==> src/rtl/row_readout_sequencer_pkg.sv <==
// Shared definitions for the column row-readout sequencer: row geometry,
// sequencer state encoding and the one-hot row helper.
package row_readout_sequencer_pkg;

   localparam int NUM_ROWS = 16;
   localparam int ROW_AW   = 4;

   typedef enum logic [2:0] {
      ST_IDLE = 3'd0,
      ST_SCAN = 3'd1,
      ST_READ = 3'd2,
      ST_SEND = 3'd3,
      ST_DONE = 3'd4
   } seq_state_e;

   // One-hot row vector for a binary row index.
   function automatic logic [NUM_ROWS-1:0] row_onehot(input logic [ROW_AW-1:0] idx);
      logic [NUM_ROWS-1:0] one;
      one = {{(NUM_ROWS-1){1'b0}}, 1'b1};
      return one << idx;
   endfunction

endpackage

==> src/rtl/row_readout_sequencer_if.sv <==
// Downstream word stream of the row readout sequencer (valid/ready).
interface row_readout_sequencer_if #(
   parameter int OUT_W = 25
);
   logic             OutValid;
   logic             OutReady;
   logic [OUT_W-1:0] OutData;

   modport master (output OutValid, output OutData, input OutReady);
   modport slave  (input OutValid, input OutData, output OutReady);
endinterface

==> src/rtl/row_readout_sequencer_pick.sv <==
// Lowest-set-bit row selector: one-hot grant, binary index and any-set flag.
module row_readout_sequencer_pick
   import row_readout_sequencer_pkg::*;
(
   input  logic [NUM_ROWS-1:0] req,
   output logic [NUM_ROWS-1:0] grant,
   output logic [ROW_AW-1:0]   idx,
   output logic                any
);

   logic found_s;

   // Walk rows upward and latch the first pending one; lower rows win.
   always_comb begin
      idx     = '0;
      found_s = 1'b0;
      for (int i = 0; i < NUM_ROWS; i++) begin
         if (req[i] && !found_s) begin
            idx     = ROW_AW'(i);
            found_s = 1'b1;
         end else begin
            found_s = found_s;
         end
      end
      if (found_s) begin
         grant = row_onehot(idx);
      end else begin
         grant = '0;
      end
      any = found_s;
   end

endmodule

==> src/rtl/row_readout_sequencer.sv <==
// Token-based readout sequencer for one 16-row pixel-region column.
// Snapshots pending hits on Start, serves them lowest row first, tags each
// word with {TrigId, RowAddr} and clears the served row after handshake.
module row_readout_sequencer
   import row_readout_sequencer_pkg::*;
#(
   parameter int DATA_W = 16,
   parameter int TRIG_W = 5,
   parameter int RD_LAT = 2
) (
   input  logic                Clk,
   input  logic                ResetB,
   input  logic                Start,
   input  logic [TRIG_W-1:0]   TrigId,
   input  logic [NUM_ROWS-1:0] HitFlag,
   input  logic [NUM_ROWS-1:0] RowMask,
   output logic [NUM_ROWS-1:0] Token,
   output logic [ROW_AW-1:0]   RowAddr,
   output logic                RdStrobe,
   input  logic [DATA_W-1:0]   RegionData,
   output logic [NUM_ROWS-1:0] ClearHit,
   output logic                Busy,
   output logic                Done,
   output logic                StartDrop,
   row_readout_sequencer_if.master out_if
);

   localparam logic [2:0] RD_LAT_C = 3'(RD_LAT);

   seq_state_e          state_q, state_d;
   logic [NUM_ROWS-1:0] snap_q, snap_d;
   logic [TRIG_W-1:0]   tag_q, tag_d;
   logic [NUM_ROWS-1:0] token_q, token_d;
   logic [ROW_AW-1:0]   row_addr_q, row_addr_d;
   logic                rd_strobe_q, rd_strobe_d;
   logic [2:0]          lat_cnt_q, lat_cnt_d;
   logic [DATA_W-1:0]   data_q, data_d;
   logic                out_valid_q, out_valid_d;
   logic [NUM_ROWS-1:0] clear_q, clear_d;
   logic                busy_q, busy_d;
   logic                done_q, done_d;

   logic [NUM_ROWS-1:0] pick_grant_s;
   logic [ROW_AW-1:0]   pick_idx_s;
   logic                pick_any_s;

   row_readout_sequencer_pick u_pick (
      .req   (snap_q),
      .grant (pick_grant_s),
      .idx   (pick_idx_s),
      .any   (pick_any_s)
   );

   // Next-state and next-output computation for the readout sequence.
   always_comb begin
      state_d     = state_q;
      snap_d      = snap_q;
      tag_d       = tag_q;
      token_d     = token_q;
      row_addr_d  = row_addr_q;
      rd_strobe_d = 1'b0;
      lat_cnt_d   = lat_cnt_q;
      data_d      = data_q;
      out_valid_d = out_valid_q;
      clear_d     = '0;
      busy_d      = busy_q;
      done_d      = 1'b0;
      case (state_q)
         ST_IDLE: begin
            if (Start) begin
               snap_d  = HitFlag & ~RowMask;
               tag_d   = TrigId;
               busy_d  = 1'b1;
               state_d = ST_SCAN;
            end else begin
               busy_d = 1'b0;
            end
         end
         ST_SCAN: begin
            if (pick_any_s) begin
               token_d     = pick_grant_s;
               row_addr_d  = pick_idx_s;
               rd_strobe_d = 1'b1;
               lat_cnt_d   = 3'd1;
               state_d     = ST_READ;
            end else begin
               done_d  = 1'b1;
               busy_d  = 1'b0;
               state_d = ST_DONE;
            end
         end
         ST_READ: begin
            // Count 1 is the strobe cycle; capture on the RD_LAT-th cycle.
            if (lat_cnt_q == RD_LAT_C) begin
               data_d      = RegionData;
               out_valid_d = 1'b1;
               lat_cnt_d   = 3'd0;
               state_d     = ST_SEND;
            end else begin
               lat_cnt_d = lat_cnt_q + 3'd1;
            end
         end
         ST_SEND: begin
            if (out_if.OutReady) begin
               clear_d     = token_q;
               snap_d      = snap_q & ~token_q;
               token_d     = '0;
               row_addr_d  = '0;
               out_valid_d = 1'b0;
               state_d     = ST_SCAN;
            end else begin
               out_valid_d = 1'b1;
            end
         end
         ST_DONE: begin
            state_d = ST_IDLE;
         end
         default: begin
            token_d     = '0;
            out_valid_d = 1'b0;
            busy_d      = 1'b0;
            state_d     = ST_IDLE;
         end
      endcase
   end

   // Sequencer state and registered outputs; reset abandons any sequence.
   always_ff @(posedge Clk or negedge ResetB) begin
      if (!ResetB) begin
         state_q     <= ST_IDLE;
         snap_q      <= '0;
         tag_q       <= '0;
         token_q     <= '0;
         row_addr_q  <= '0;
         rd_strobe_q <= 1'b0;
         lat_cnt_q   <= 3'd0;
         data_q      <= '0;
         out_valid_q <= 1'b0;
         clear_q     <= '0;
         busy_q      <= 1'b0;
         done_q      <= 1'b0;
      end else begin
         state_q     <= state_d;
         snap_q      <= snap_d;
         tag_q       <= tag_d;
         token_q     <= token_d;
         row_addr_q  <= row_addr_d;
         rd_strobe_q <= rd_strobe_d;
         lat_cnt_q   <= lat_cnt_d;
         data_q      <= data_d;
         out_valid_q <= out_valid_d;
         clear_q     <= clear_d;
         busy_q      <= busy_d;
         done_q      <= done_d;
      end
   end

   assign Token           = token_q;
   assign RowAddr         = row_addr_q;
   assign RdStrobe        = rd_strobe_q;
   assign ClearHit        = clear_q;
   assign Busy            = busy_q;
   assign Done            = done_q;
   // A Start outside IDLE is flagged in the same cycle it arrives.
   assign StartDrop       = Start & (state_q != ST_IDLE);
   assign out_if.OutValid = out_valid_q;
   assign out_if.OutData  = {tag_q, row_addr_q, data_q};

endmodule

==> src/flat_wrapper.sv <==
// flat-port wrapper written by rule: the top's interface ports become plain ports
module row_readout_sequencer_flat import row_readout_sequencer_pkg::*;
#(
   parameter int DATA_W = 16,
   parameter int TRIG_W = 5,
   parameter int RD_LAT = 2
)
  (Clk, ResetB, Start, TrigId, HitFlag, RowMask, Token, RowAddr, RdStrobe, RegionData, ClearHit, Busy, Done, StartDrop, out_if_OutValid, out_if_OutData, out_if_OutReady);
  row_readout_sequencer_if #(.OUT_W((TRIG_W + 4 + DATA_W))) out_if_i ();
  input  logic Clk;
  input  logic ResetB;
  input  logic Start;
  input  logic [TRIG_W-1:0] TrigId;
  input  logic [NUM_ROWS-1:0] HitFlag;
  input  logic [NUM_ROWS-1:0] RowMask;
  output logic [NUM_ROWS-1:0] Token;
  output logic [ROW_AW-1:0] RowAddr;
  output logic RdStrobe;
  input  logic [DATA_W-1:0] RegionData;
  output logic [NUM_ROWS-1:0] ClearHit;
  output logic Busy;
  output logic Done;
  output logic StartDrop;
  output wire logic [$bits(out_if_i.OutValid)-1:0] out_if_OutValid;
  output wire logic [$bits(out_if_i.OutData)-1:0] out_if_OutData;
  input wire logic [$bits(out_if_i.OutReady)-1:0] out_if_OutReady;
  assign out_if_OutValid = out_if_i.OutValid;
  assign out_if_OutData = out_if_i.OutData;
  assign out_if_i.OutReady = out_if_OutReady;
  row_readout_sequencer #(.DATA_W(DATA_W), .TRIG_W(TRIG_W), .RD_LAT(RD_LAT)) u_core (.Clk(Clk), .ResetB(ResetB), .Start(Start), .TrigId(TrigId), .HitFlag(HitFlag), .RowMask(RowMask), .Token(Token), .RowAddr(RowAddr), .RdStrobe(RdStrobe), .RegionData(RegionData), .ClearHit(ClearHit), .Busy(Busy), .Done(Done), .StartDrop(StartDrop), .out_if(out_if_i));
endmodule
==> config.mk <==
export PLATFORM = sky130hd
export DESIGN_NAME = row_readout_sequencer_flat
export DESIGN_NICKNAME = d
export VERILOG_FILES = /design/src/rtl/row_readout_sequencer_pkg.sv /design/src/rtl/row_readout_sequencer_if.sv /design/src/rtl/row_readout_sequencer_pick.sv /design/src/rtl/row_readout_sequencer.sv /design/src/flat_wrapper.sv
export SDC_FILE = /design/constraint.sdc
export NUM_CORES = 1
export LEC_CHECK = 0
export ABC_AREA = 1
export BUFFER_PORTS_ARGS = -buffer_cell sky130_fd_sc_hd__buf_2
export CAP_MARGIN = 0
export CORE_MARGIN = 2
export CORE_UTILIZATION = 40
export DETAILED_ROUTE_END_ITERATION = 10
export PLACE_DENSITY = 0.65
export SYNTH_ARGS = -nofsm -noshare
export SYNTH_HDL_FRONTEND = slang
export SYNTH_SLANG_ARGS = --single-unit
==> constraint.sdc <==
create_clock -name Clk -period 1.9 [get_ports Clk]
set_input_delay 0.38 -clock Clk [delete_from_list [all_inputs] [get_ports Clk]]
set_output_delay 0.38 -clock Clk [all_outputs]
set_load 0.02 [all_outputs]
== Yosys cells after proc, flatten, opt, wreduce, memory -nomap -nowiden ==
Cells that the tools add are included.

* Flip-flop bits (word level): 83
* Output and inout port bits: 66
* Word-level logic and storage cells: 139
* Input bits: 57

* Shift operators: 1
* Add/subtract/negate cells: 1
* Multiplexer cells: 60
* Eq/ne operators: 10
* Bitwise logic cells: 8
* Reductions and logical operators: 47

{| class="wikitable"
|+ Operators by type and width
! kind !! count
|-
| 2-to-1 mux 16 bit || 6
|-
| 2-to-1 mux 4 bit || 16
|-
| one-hot mux 16 bit (3 select lines) || 1
|-
| AND 16 bit || 2
|-
| inverter 16 bit || 2
|-
| one-hot mux 16 bit (2 select lines) || 1
|-
| 2-to-1 mux 1 bit || 25
|-
| 2-to-1 mux 3 bit || 6
|-
| left shift 1 x 4 -> 16 bit, first input constant || 1
|-
| logical AND 1 bit || 15
|-
| zero test 1 bit || 15
|-
| one-hot mux 3 bit (4 select lines) || 1
|-
| AND reduction 3 bit || 4
|-
| AND reduction 2 bit || 5
|-
| equality test 3 x 2 -> 1 bit, second input constant || 3
|-
| OR reduction 3 bit || 3
|-
| one-hot mux 4 bit (2 select lines) || 1
|-
| != test 2 bit, second input constant || 3
|-
| one-hot mux 1 bit (3 select lines) || 2
|-
| one-hot mux 3 bit (2 select lines) || 1
|-
| nonzero test 2 bit || 3
|-
| != test 2 x 1 -> 1 bit, second input constant || 2
|-
| adder 3 x 1 -> 3 bit, second input constant || 1
|-
| equality test 3 x 1 -> 1 bit, second input constant || 1
|-
| other kinds (5) || 7
|}

== Longest topological paths before layout ==
Gate-level depths: netlist (run 1).

* Word-level depth: 49
* Mapped depth: 14
* Gate-level depth less buffers: 14

== Hierarchy ==
A second synthesis (run 1) with hierarchy kept.

* Cell total of the unflattened synthesis: 516
* Area total of the unflattened synthesis: 4093.9 µm²

{| class="wikitable"
|+ By module, submodules not included
! module !! instances !! seq. area each (µm²) !! area an instance (µm²) !! cells each
|-
| row_readout_sequencer || 1 || 2077.0 || 3733.6 || 450
|-
| row_readout_sequencer_pick || 1 || 0.0 || 360.3 || 66
|}

== Worst setup path before layout (run 1) ==
Ideal clock, no wire load.

* Path kind: register to register
* Start point: reg u_core.snap_q[1]
* End point: reg u_core.token_q[15], in the netlist u_core.Token[15]
* Stages on the path, launching flop included: 13
* Setup slack: 0.170 ns
* Library setup time: 0.077 ns
* Required time: 1.823 ns
* Data arrival time: 1.653 ns
* Path buffers: 1
* Clock period less this slack: 1.730 ns
* Path through: dfrtp_1 > nor2_4 > nand3_2 > nor2_4 > nand4_2 > nor2_4 > nand4_4 > nor2_4 > nand4_4 > nand3_4 > buf_6 > nand2_1 > o21ai_1

* Longest elaborated chain between the ends: 47
* Elaborated cells between the ends (all ways): 64
* Those cells by class: eq/ne: 1; shift: 1; mux: 32; reduce/logical: 30

{| class="wikitable"
|+ Ends and longest elaborated chain
! what !! line !! source
|-
| from (decl) || row_readout_sequencer.sv:31 || <nowiki>logic [NUM_ROWS-1:0] snap_q, snap_d;</nowiki>
|-
| from (signal assigned) || row_readout_sequencer.sv:144 || <nowiki>snap_q <= snap_d;</nowiki>
|-
| logical AND 1 bit * || row_readout_sequencer_pick.sv:18 || <nowiki>if (req[i] && !found_s) begin</nowiki>
|-
| 2-to-1 mux 1 bit || row_readout_sequencer_pick.sv:18 ||
|-
| zero test 1 bit || row_readout_sequencer_pick.sv:18 ||
|-
| logical AND 1 bit || row_readout_sequencer_pick.sv:18 ||
|-
| 2-to-1 mux 1 bit || row_readout_sequencer_pick.sv:18 ||
|-
| zero test 1 bit || row_readout_sequencer_pick.sv:18 ||
|-
| logical AND 1 bit || row_readout_sequencer_pick.sv:18 ||
|-
| 2-to-1 mux 1 bit || row_readout_sequencer_pick.sv:18 ||
|-
| [31 not listed] || -- ||
|-
| logical AND 1 bit || row_readout_sequencer_pick.sv:18 ||
|-
| 2-to-1 mux 1 bit || row_readout_sequencer_pick.sv:18 ||
|-
| zero test 1 bit || row_readout_sequencer_pick.sv:18 ||
|-
| logical AND 1 bit || row_readout_sequencer_pick.sv:18 ||
|-
| 2-to-1 mux 4 bit || row_readout_sequencer_pick.sv:18 ||
|-
| left shift 1 x 4 -> 16 bit || row_readout_sequencer_pkg.sv:20 || <nowiki>return one << idx;</nowiki>
|-
| 2-to-1 mux 16 bit || row_readout_sequencer.sv:80 || <nowiki>if (pick_any_s) begin</nowiki>
|-
| one-hot mux 16 bit (3 select lines) || row_readout_sequencer.sv:68 || <nowiki>case (state_q)</nowiki>
|-
| to (signal assigned) || row_readout_sequencer.sv:146 || <nowiki>token_q <= token_d;</nowiki>
|-
| to (decl) || row_readout_sequencer.sv:33 || <nowiki>logic [NUM_ROWS-1:0] token_q, token_d;</nowiki>
|}

Mark *: on every way between the ends. The rest lies on a longest branch, timed or not. The select of a mux whose other input is x is not followed.
A chain may end at the register's enable or synchronous reset.

== Worst setup path after layout (run 1) ==
* Start point: reg u_core.snap_q[2]
* End point: reg u_core.token_q[10], in the netlist u_core.Token[10]

* Longest elaborated chain between the ends: 44
* Elaborated cells between the ends (all ways): 60
* Those cells by class: eq/ne: 1; shift: 1; mux: 30; reduce/logical: 28

{| class="wikitable"
|+ Ends and longest elaborated chain
! what !! line
|-
| logical AND 1 bit * || row_readout_sequencer_pick.sv:18
|-
| 2-to-1 mux 1 bit || row_readout_sequencer_pick.sv:18
|-
| zero test 1 bit || row_readout_sequencer_pick.sv:18
|-
| logical AND 1 bit || row_readout_sequencer_pick.sv:18
|-
| 2-to-1 mux 1 bit || row_readout_sequencer_pick.sv:18
|-
| zero test 1 bit || row_readout_sequencer_pick.sv:18
|-
| logical AND 1 bit || row_readout_sequencer_pick.sv:18
|-
| 2-to-1 mux 1 bit || row_readout_sequencer_pick.sv:18
|-
| [28 not listed] || --
|-
| logical AND 1 bit || row_readout_sequencer_pick.sv:18
|-
| 2-to-1 mux 1 bit || row_readout_sequencer_pick.sv:18
|-
| zero test 1 bit || row_readout_sequencer_pick.sv:18
|-
| logical AND 1 bit || row_readout_sequencer_pick.sv:18
|-
| 2-to-1 mux 4 bit || row_readout_sequencer_pick.sv:18
|-
| left shift 1 x 4 -> 16 bit || row_readout_sequencer_pkg.sv:20
|-
| 2-to-1 mux 16 bit || row_readout_sequencer.sv:80
|-
| one-hot mux 16 bit (3 select lines) || row_readout_sequencer.sv:68
|}

Marks and branches as above.

==> run metrics, run 1 <==
CTS clk-pin slew, worst paths=90 ps; clock power share=0.181; Sink Count=83; worst-case clock buffer depth=2; WL final=8620 um; Seq/Total Area, Yosys=0.578; Die Height=98.8 um; maxcap violations=0; Vias=between 3k and 4k; Final Core Density=0.540; sw frac=0.432; Vias/cell=4.78; Yosys warning total=0; Worst Reg-to-Reg Cells=11; Slew Limit Fails=0; CP startpoint kind=flop; combinational power share=0.456; row cnt=34; worst hold-check path type=primary input to flop; Cell Count Post-Placement=between 600 and 700; Netlist cell types=29; failing checks=setup timing; DP HPWL=6200 um; Cells after Synth=384; total negative slack=-2.65 ps; setup violators final=1; # H-tree levels=3; ys async rst share=1.00; Hold Crit Depth=3; final setup skew=10.2 ps; antenna fix cells=0; Max Fanout on Critical Path=8; io pins=123; total gr overflow=0; Critical Path AT=2190 ps; Tot Pwr=7870 uW; DR DRC count=0; worst slew pin tran=764 ps; clock root buffer=clkbuf_8; pwr dens=1670 nW/um^2; CTS Buf Count=9; Synth Cell Area=3590 um^2; worst setup path class=flop to flop; total track usage=0.181; Finished Layout Cells=633; peak supply drop=roughly 0.57 mV; P_leak=around 0.0025 uW; share of layout cells above drive strength 1=0.394; sequential cell fraction of total power=0.363; syn_area_per_cell=9.35 um^2; NetSw=3400 uW; DIE AREA=9750 um^2; Worst Hold Slack=between 200 and 250 ps; Pint=roughly 4500 uW; outcome=complete, but fails checks; first-pass GRT wire length=14,100 um; Highest Clock Rate=0.526 GHz; Initial Util=0.412; Iteration-0 DRC Markers=98; antenna violations before repair=0; synthesized net count=441; vias in the first global route=3,014; worst rel slew slack=0.485; Die Span X=98.8 um; Syn-to-layout area delta=31.0%; Post-synth EDFFs=0; CTS tree=done; Final Worst Setup Slack=-2.65 ps; largest area contributor in the netlist=dfrtp_1; Yosys top cell area share=0.578; library cell with the highest instance count after synthesis=nand2_1; Detail Route Antenna Nets=0; period utilization=1.00; routed len/inst=~14 um; Synth Flop Type=dfrtp_1; clk_lat worst skew=360 ps; Req. time, crit path=2190 ps; minimum clock period after layout=1900 ps; Area contributors post-synth=dfrtp_1 58%, nand2_1 12%, mux2_2 6.6%; CP endpoint kind=flop; final hold vios=0; RSZ-0062 raised after global routing=yes; RePlAce Congestion=0.924; DRT Pass-1 Iters=4; Synth Register Bits=83; largest net degree at the start of global routing=43; Post-synth top cells=112 x nand2_1, 83 x dfrtp_1, 52 x nor2_1; core area=just under 9000 um^2; Buffers on Ports=122; fin nets=around 580
state kept, by name, indices dropped and copies added, names as in the netlist, 3 cells and up:
| register | cells |
|---|---|
| u_core.data_q | 16 |
| u_core.snap_q | 16 |
| u_core.Token | 16 |
| u_core.lat_cnt_q | 3 |
| u_core.RowAddr | 4 |
| u_core.state_q | 3 |
| u_core.ClearHit | 16 |
| u_core.tag_q | 5 |
per-layer routing:
metal,vias up,wire length (um),GRT usage
met4,0,131,0.0706
li1,1497,-,-
met1,1407,3910,0.239
met3,10,496,0.0376
met5,-,0,0
met2,111,4080,0.293
worst max-delay path, stage by stage, from the launching register on:
cell and delay [ps]:
dfrtp_1 420, nor2_4 160, nand3_2 110, nor2_4 140
nand4_4 100, nor2_4 160, nand4_4 110, nor2_4 170
nand4_4 150, nand3_4 180, nand2_1 70, o21ai_1 80
power groups by stage:
stage / combinational (uW) / sequential, uW / clock [uW]
detailed placement: 3400 / 2880 / 0
floorplan: 1860 / 3290 / 0
global placement: 3330 / 2840 / 0
global route: 3970 / 2950 / 1540
CTS: 3420 / 2850 / 1450
finish: 3590 / 2860 / 1420
cells in the final DEF (no fill, tap or decap), types with 11 or more instances in the layout:
| cell type | instances |
|---|---|
| dfrtp_1 | 83 |
| nand2_2 | 14 |
| buf_2 | 121 |
| buf_4 | 15 |
| inv_1 | 29 |
| nand2_1 | 98 |
| nand3_1 | 11 |
| mux2_2 | 21 |
| o21ai_0 | 19 |
| nor2_1 | 51 |
logic make-up (layout without fill, tap and decap cells):
family / Yosys count / count (layout) / synth area share
AND/OR/NAND/NOR: 193 / 194 / 0.238
buffers and inverters: 46 / 186 / 0.0547
flip-flops: 83 / 83 / 0.578
AO/OA/AOI/OAI: 39 / 39 / 0.0585
multiplexers: 21 / 21 / 0.0658
XOR/XNOR: 2 / 2 / 0.00488
final timing paths:
path	end	slack, ps	from
setup reg to reg	u_core.Token[10]	-3	u_core.snap_q[2]
setup / recovery	u_core.Token[10]	-3	u_core.snap_q[2]
max in group asynchronous	u_core.Token[2]	870	ResetB
hold reg to reg	u_core.data_q[7]	500	u_core.data_q[7]
hold / removal	u_core.snap_q[7]	220	HitFlag[7]
min in group asynchronous	u_core.data_q[5]	470	ResetB
metrics by stage:
step / setup WS (ps) / area [um^2]
global route: -238 / 4710
finish: -2.65 / 4710
detailed placement: 15.4 / 4370
CTS: 27.7 / 4610
floorplan: 170 / 3590
global placement: 63.1 / 4370
repair_timing:
| action | CTS | global route |
|---|---|---|
| setup buffers | 0 | 3 |
| gates resized for setup | 1 | 20 |
| pin swaps | 0 | 12 |
| endpoints found under the setup margin | 1 | 26 |
| gates cloned | 0 | 1 |
| endpoints found under the hold margin | 23 | 0 |
| hold buffers | 1 | 0 |
layout make-up:
cell class	count	area [um^2]
Fill cell	804	4020
Sequential cell	83	2080
Inverter	32	120
Tap cell	108	135
Multi-Input combinational cell	256	1400
Clock inverter	6	88.8
Clock buffer	10	138
Timing Repair Buffer	138	748
(Power assumes the default switching activity.)
==> run 2, diff against run 1 <==
--- a/config.mk
+++ b/config.mk
@@ -11,7 +11,7 @@
 export CORE_MARGIN = 2
 export CORE_UTILIZATION = 40
 export DETAILED_ROUTE_END_ITERATION = 10
-export PLACE_DENSITY = 0.65
+export PLACE_DENSITY = 0.68
 export SYNTH_ARGS = -nofsm -noshare
 export SYNTH_HDL_FRONTEND = slang
 export SYNTH_SLANG_ARGS = --single-unit
==> constraint.sdc (replaced) <==
create_clock -name Clk -period 1.6 [get_ports Clk]
set_input_delay 0.32 -clock Clk [delete_from_list [all_inputs] [get_ports Clk]]
set_output_delay 0.32 -clock Clk [all_outputs]
set_load 0.02 [all_outputs]
==> run 2 against run 1 <==
  * The run ends with hold timing, setup timing left
  * First-iteration DRC count is 11% lower
  * Non-clock buffer count rose by 25
  * Critical path depth increased by 1
  * Maximum frequency shrank 3.3%
  * Clock skew about the same
  * Global-route usage up 0.56 points
  * Critical endpoint is now u_core.Busy
  * Cell count is 3.9% higher
  * Sequential share of layout area decreased by 1.9 points
  * Clock-buffer cell count grew 2
==> run metrics, run 2 (synthesis gave the netlist of run 1 again) <==
total gr overflow=0 (unchanged); Max stage delay cell, worst path=dfrtp_1; # H-tree levels=3 (unchanged); Req. time, crit path=1830 ps (-360 ps); worst-case clock buffer depth=2 (unchanged); antenna fix cells=0 (unchanged); CTS clk-pin slew, worst paths=80 ps (about the same); first-pass GRT wire length=14,500 um (+3.1%); P_leak=0.00259 uW (+5.3%); worst setup path class=flop to flop; total track usage=0.186 (+0.00562); Vias/cell=4.76 (-0.40%); RSZ-0062 raised after global routing=yes; pwr dens=2020 nW/um^2 (+20%); clk_lat worst skew=350 ps (about the same); Iteration-0 DRC Markers=87 (-11%); final setup skew=10.6 ps (+0.436 ps); peak supply drop=0.809 mV (+43%); row cnt=34 (unchanged); Sink Count=83 (unchanged); maxcap violations=0 (unchanged); Max Fanout on Critical Path=6 (-2); crit path cell chain=nor2_4, nand2_2, nor2_2, nand4_1, nor2_1, nand4_1, nor2_1, nand4_1, nand2_4, nand3_2, nand2_1, nand2_1; commonest cells after routing, fill and taps aside=120 x buf_2, 100 x nand2_1, 83 x dfrtp_1; largest net degree at the start of global routing=84 (+95%); WL final=8880 um (+3.0%); CP startpoint kind=flop; Tot Pwr=9900 uW (+26%); commonest non-fill, non-tap cell in the layout=buf_2; outcome=complete, but fails checks; RePlAce Congestion=0.828 (-10%); CP max stage delay=420 ps (about the same); Slew Limit Fails=0 (unchanged); Final Worst Setup Slack=-367 ps (-365 ps); Finished Layout Cells=658 (+3.9%); Cell Count Post-Placement=630 (+2.9%); Highest Clock Rate=0.508 GHz (-3.3%); Buffers on Ports=122 (unchanged); worst rel slew slack=0.543 (+0.0581); CP endpoint kind=flop; vias in the first global route=3,095 (+2.7%); worst slew pin tran=678 ps (-86.2 ps); Die Span X=98.8 um (unchanged); failing checks=hold timing, setup timing; Initial Util=0.412 (unchanged); fin nets=602 (+4.3%); post-route cell area=4910 um^2 (+4.4%); worst hold-check path type=primary input to asynchronous set/reset pin; Die Height=98.8 um (unchanged); Vias=3,132 (+3.5%); dpl cell area=4510 um^2 (+3.3%); CTS Buf Count=9 (unchanged); Detail Route Antenna Nets=0 (unchanged); Syn-to-layout area delta=36.7%; CTS tree=done; DRT Pass-1 Iters=4 (unchanged); period utilization=1.23 (+0.228); most numerous cell on the critical path=nand4_1; io pins=123 (unchanged); Setup WS pre-CTS=-308 ps (-324 ps); core area=8720 um^2 (unchanged); Fill cells=759 (-5.6%); minimum clock period after layout=1970 ps (+64.8 ps); DR DRC count=0 (unchanged); clock root buffer=clkbuf_8; antenna violations before repair=0 (unchanged); routed len/inst=13.5 um (-0.91%); final hold vios=4 (+4); DP HPWL=6170 um (-0.41%); Worst Hold Slack=-10.2 ps (-234 ps); DIE AREA=9750 um^2 (unchanged); setup violators final=28 (+27); share of layout cells above drive strength 1=0.427 (+0.0330); Critical Path AT=2190 ps (about the same)
-- run 2: cell types whose count changed in the layout (fill, tap and decap cells not counted), moves of 2 or more --
cell / before / now
nand2_1: 98 / 100
buf_6: 0 / 3
nor2_1: 51 / 49
nor2_2: 1 / 3
clkinvlp_4: 2 / 0
buf_4: 15 / 39
nand2_4: 0 / 4
nand2_2: 14 / 8
-- run 2: where the power goes --
group	internal (uW)	total, uW	switching, uW
Combinational	2060	4990	2940
Clock	805	1530	721
Sequential	2820	3380	556
-- run 2: per-layer routing --
layer | track usage | vias to the layer above | share of wire | routed length, um
li1 | - | 1554 | - | -
met1 | 0.237 | 1463 | 0.43 | 3790
met2 | 0.312 | 104 | 0.51 | 4490
met3 | 0.0383 | 11 | 0.057 | 510
met4 | 0.0748 | 0 | 0.010 | 91
met5 | 0 | - | 0 | 0
-- run 2: what timing repair did --
action	in CTS	in global routing
pin swaps	6	8
setup endpoints to repair	29	31
buffers inserted	9	2
hold endpoints to repair	0	0
gates cloned	1	0
hold buffers	0	0
gates resized for setup	11	20
-- run 2: through the flow --
step / TNS [ps] / util
6_report: -8200 / 0.563
5_1_grt: -14370 / 0.563
4_1_cts: -4690 / 0.554
3_5_place_dp: -5340 / 0.517
3_3_place_gp: -4140 / 0.517
2_1_floorplan: -1560 / -
-- run 2: worst paths after layout --
kind | start | end | slack [ps] | cells past startpoint
min reg2reg | u_core.data_q[8] | u_core.data_q[8] | 500 | 1
max in group asynchronous | ResetB | u_core.Token[7] | 1280 | 2
min | ResetB | u_core.data_q[4] | -10 | 2
max | u_core.snap_q[1] | u_core.Busy | -370 | 12
min in group Clk | HitFlag[12] | u_core.snap_q[12] | 180 | 3
max reg2reg | u_core.snap_q[1] | u_core.Busy | -370 | 12
-- run 2: critical path: cells and delay by family (launching register included) --
kind          cells  cell delay (ps)
flops             1              420
simple gates     12             1430
-- run 2: area by class of cell --
| type | instances | area (um^2) | share of cell area |
|---|---|---|---|
| inverter | 32 | 120 | 0.0245 |
| clock buffer | 12 | 155 | 0.0316 |
| sequential | 83 | 2080 | 0.423 |
| timing repair buffer | 163 | 947 | 0.193 |
| clock inverter | 4 | 48.8 | 0.00993 |
| tap | 108 | 135 | 0.0275 |
| multi-input combinational | 256 | 1430 | 0.291 |
==> run 3, diff against run 2 <==
--- a/config.mk
+++ b/config.mk
@@ -5,13 +5,13 @@
 export SDC_FILE = /design/constraint.sdc
 export NUM_CORES = 1
 export LEC_CHECK = 0
-export ABC_AREA = 1
+export ABC_AREA = 0
 export BUFFER_PORTS_ARGS = -buffer_cell sky130_fd_sc_hd__buf_2
 export CAP_MARGIN = 0
 export CORE_MARGIN = 2
 export CORE_UTILIZATION = 40
 export DETAILED_ROUTE_END_ITERATION = 10
-export PLACE_DENSITY = 0.68
+export PLACE_DENSITY = 0.65
 export SYNTH_ARGS = -nofsm -noshare
 export SYNTH_HDL_FRONTEND = slang
 export SYNTH_SLANG_ARGS = --single-unit
==> constraint.sdc (replaced) <==
create_clock -name Clk -period 1.9 [get_ports Clk]
set_input_delay 0.38 -clock Clk [delete_from_list [all_inputs] [get_ports Clk]]
set_output_delay 0.38 -clock Clk [all_outputs]
set_load 0.02 [all_outputs]
==> run 3 against run 2 <==
  * The flow now finishes without violations
  * Synthesized area decreased by 2.2%
  * Wire length decreased by 6.3%
  * Register-to-register slack improved by 460 ps
  * Hold slack improved by 210 ps
  * Cell count decreased by 15%
  * Global-route usage decreased by 0.58 points
  * Critical path type unchanged
  * Critical endpoint is now u_core.Token[14]
  * Largest cell class unchanged
  * Largest power group unchanged
==> run metrics, run 3 <==
setup violators final=0 (-100%); Synth Cell Area=3510 um^2 (-2.2%); Slew Limit Fails=0 (unchanged); combinational power share=0.469 (-0.035); routed len/inst=14.9 um (+11%); Die Height=97.7 um (-1.1%); Cell Count Post-Placement=538 (-15%); period utilization=0.952 (-0.277); dpl cell area=4390 um^2 (-2.6%); CP startpoint kind=flop; Yosys warning total=0 (unchanged); Post-synth top cells=83 x dfrtp_1, 29 x nand2_1, 21 x mux2_2; ys async rst share=1.00 (unchanged); Iteration-0 DRC Markers=111 (+28%); Yosys top cell area share=0.591 (+0.0132); FF-to-FF End=u_core.Token[14]; commonest non-fill, non-tap cell in the layout=buf_2; CTS clk-pin slew, worst paths=100 ps (+20 ps); largest area contributor in the netlist=dfrtp_1; Critical path origin=u_core.snap_q[11]; final hold vios=0 (-4); antenna fix cells=0 (unchanged); hold path start=RowMask[15]; DR DRC count=0 (unchanged); Post-synth EDFFs=0 (unchanged); Vias/cell=5.04 (+5.9%); CP delay by family, top=simple AND/OR/NAND/NOR gates; synthesized net count=356 (-19%); worst rel slew slack=0.637 (+0.0940); clk_lat worst skew=360 ps (about the same); Worst Reg-to-Reg Cells=5 (-7); core area=8640 um^2 (-0.98%); CTS tree=done; Initial Util=0.407 (-0.00521); # H-tree levels=3 (unchanged); largest net degree at the start of global routing=44 (-48%); fin nets=501 (-17%); WL final=8320 um (-6.3%); Netlist cell types=38 (+31%); clock root buffer=clkbuf_8; vias in the first global route=2,758 (-11%); CTS Buf Count=9 (unchanged); Buffers on Ports=122 (unchanged); Setup WS pre-CTS=-4.07 ps (+304 ps); Synth Flop Type=dfrtp_1; Area contributors post-synth=dfrtp_1 59%, mux2_2 6.7%, o32ai_1 4.2%; Cells after Synth=299 (-22%); DIE AREA=9550 um^2 (-2.1%); final setup skew=15.1 ps (+4.49 ps); Critical Path AT=2100 ps (-90 ps); Syn-to-layout area delta=32.1%; Final Worst Setup Slack=90.9 ps (+458 ps); clock power share=0.159 (+0.005); Synth Register Bits=83 (unchanged); antenna violations before repair=0 (unchanged); library cell with the highest instance count after synthesis=dfrtp_1; Die Span X=97.7 um (-1.1%); minimum clock period after layout=1810 ps (-158 ps); peak supply drop=0.682 mV (-16%); Req. time, crit path=2200 ps (+370 ps); crit path cell chain=or4_4, o21ai_2, nor4b_4, nor2b_1, a22o_1; NetSw=3150 uW (-25%); worst setup path class=flop to flop; Seq/Total Area, Yosys=0.591 (+0.0132); total gr overflow=0 (unchanged); syn_area_per_cell=11.7 um^2 (+26%); Vias=2,809 (-10%); Detail Route Antenna Nets=0 (unchanged); P_leak=0.00237 uW (-8.7%); DRT Pass-1 Iters=4 (unchanged); worst-case clock buffer depth=2 (unchanged); Tot Pwr=7540 uW (-24%); Hold EP=u_core.snap_q[15]; outcome=finished, final reports clean; commonest cells after routing, fill and taps aside=121 x buf_2, 82 x dfrtp_1, 29 x nand2_1; worst hold-check path type=primary input to flop; worst r2r src=u_core.snap_q[11]; RePlAce Congestion=0.779 (-6.0%); Pint=4400 uW (-23%); worst slew pin tran=540 ps (-138 ps); Max stage delay cell, worst path=or4_4; CP endpoint kind=flop; Sink Count=83 (unchanged); post-route cell area=4640 um^2 (-5.6%); row cnt=34 (unchanged); Hold Crit Depth=2; Max Fanout on Critical Path=4 (-2); Highest Clock Rate=0.553 GHz (+8.8%); Finished Layout Cells=557 (-15%); total track usage=0.181 (-0.00582); io pins=123 (unchanged); Final Core Density=0.537 (-0.0260); share of layout cells above drive strength 1=0.443 (+0.0159); R2R setup slack=90 ps (+460 ps); maxcap violations=0 (unchanged); sequential cell fraction of total power=0.372 (+0.031); CP max stage delay=550 ps (+130 ps); sw frac=0.417 (-0.00866); DP HPWL=5960 um (-3.5%); Bufs and invs on worst path=0 (unchanged); RSZ-0062 raised after global routing=yes; pwr dens=1630 nW/um^2 (-19%); first-pass GRT wire length=13,800 um (-5.0%)
run 3: cell count changes in the layout (fill, tap and decap cells not counted), sizes merged, moves of 9 or more:
cell / delta
nand2: -83
and2: +17
o21ai: -17
inv: -9
o32ai: +16
nor2: -45
buf: -15
run 3: routing by layer:
layer  track usage  vias up  wire length, um
met3        0.0446        7              448
met1         0.248     1368             3670
li1              -     1351                -
met5             0        -                0
met2         0.288       83             4130
met4        0.0513        0               75
run 3: worst max-delay path by stage:
stage	end	cells after the start
3_5_place_dp	u_core.Token[14]	5
5_1_grt	u_core.Token[11]	7
6_report	u_core.Token[14]	5
2_1_floorplan	u_core.Token[2]	6
3_3_place_gp	u_core.Token[14]	5
4_1_cts	u_core.Token[14]	5
run 3: cell families (layout without fill, tap and decap cells):
family          after synthesis  after routing  share of synthesized area
compound gates               64             64                      0.141
buf+inv                      35            185                     0.0460
flops                        83             83                      0.591
mux                          21             21                     0.0673
simple gates                 96             96                      0.154
run 3: per-stage QoR:
stage               hold slack (ps)  setup TNS [ps]
floorplan                      84.4               0
global placement                236               0
detailed placement              238           -4.07
CTS                             190           -33.1
global route                    196           -7.59
finish                          204               0
run 3: power groups by stage:
stage                     Combinational [uW]  Sequential, uW  Clock, uW
final                                   3530            2810       1200
after floorplan                         1680            3250          0
after global placement                  3370            2790          0
after detailed placement                3420            2830          0
after global routing                    3870            2900       1310
after CTS                               3430            2800       1240
run 3: cell type report:
cell class | count | area [um^2]
multi-input combinational | 181 | 1310
fill | 780 | 4000
timing repair buffer | 149 | 856
clock inverter | 7 | 58.8
clock buffer | 9 | 124
sequential | 83 | 2080
inverter | 20 | 75.1
tap | 108 | 135
run 3: repair_timing:
item	4_1_cts	5_1_grt
hold buffers	1	0
endpoints found under the hold margin	11	0
pin swaps	0	3
gates resized for setup	0	8
setup endpoints to repair	2	20
buffers inserted	0	2
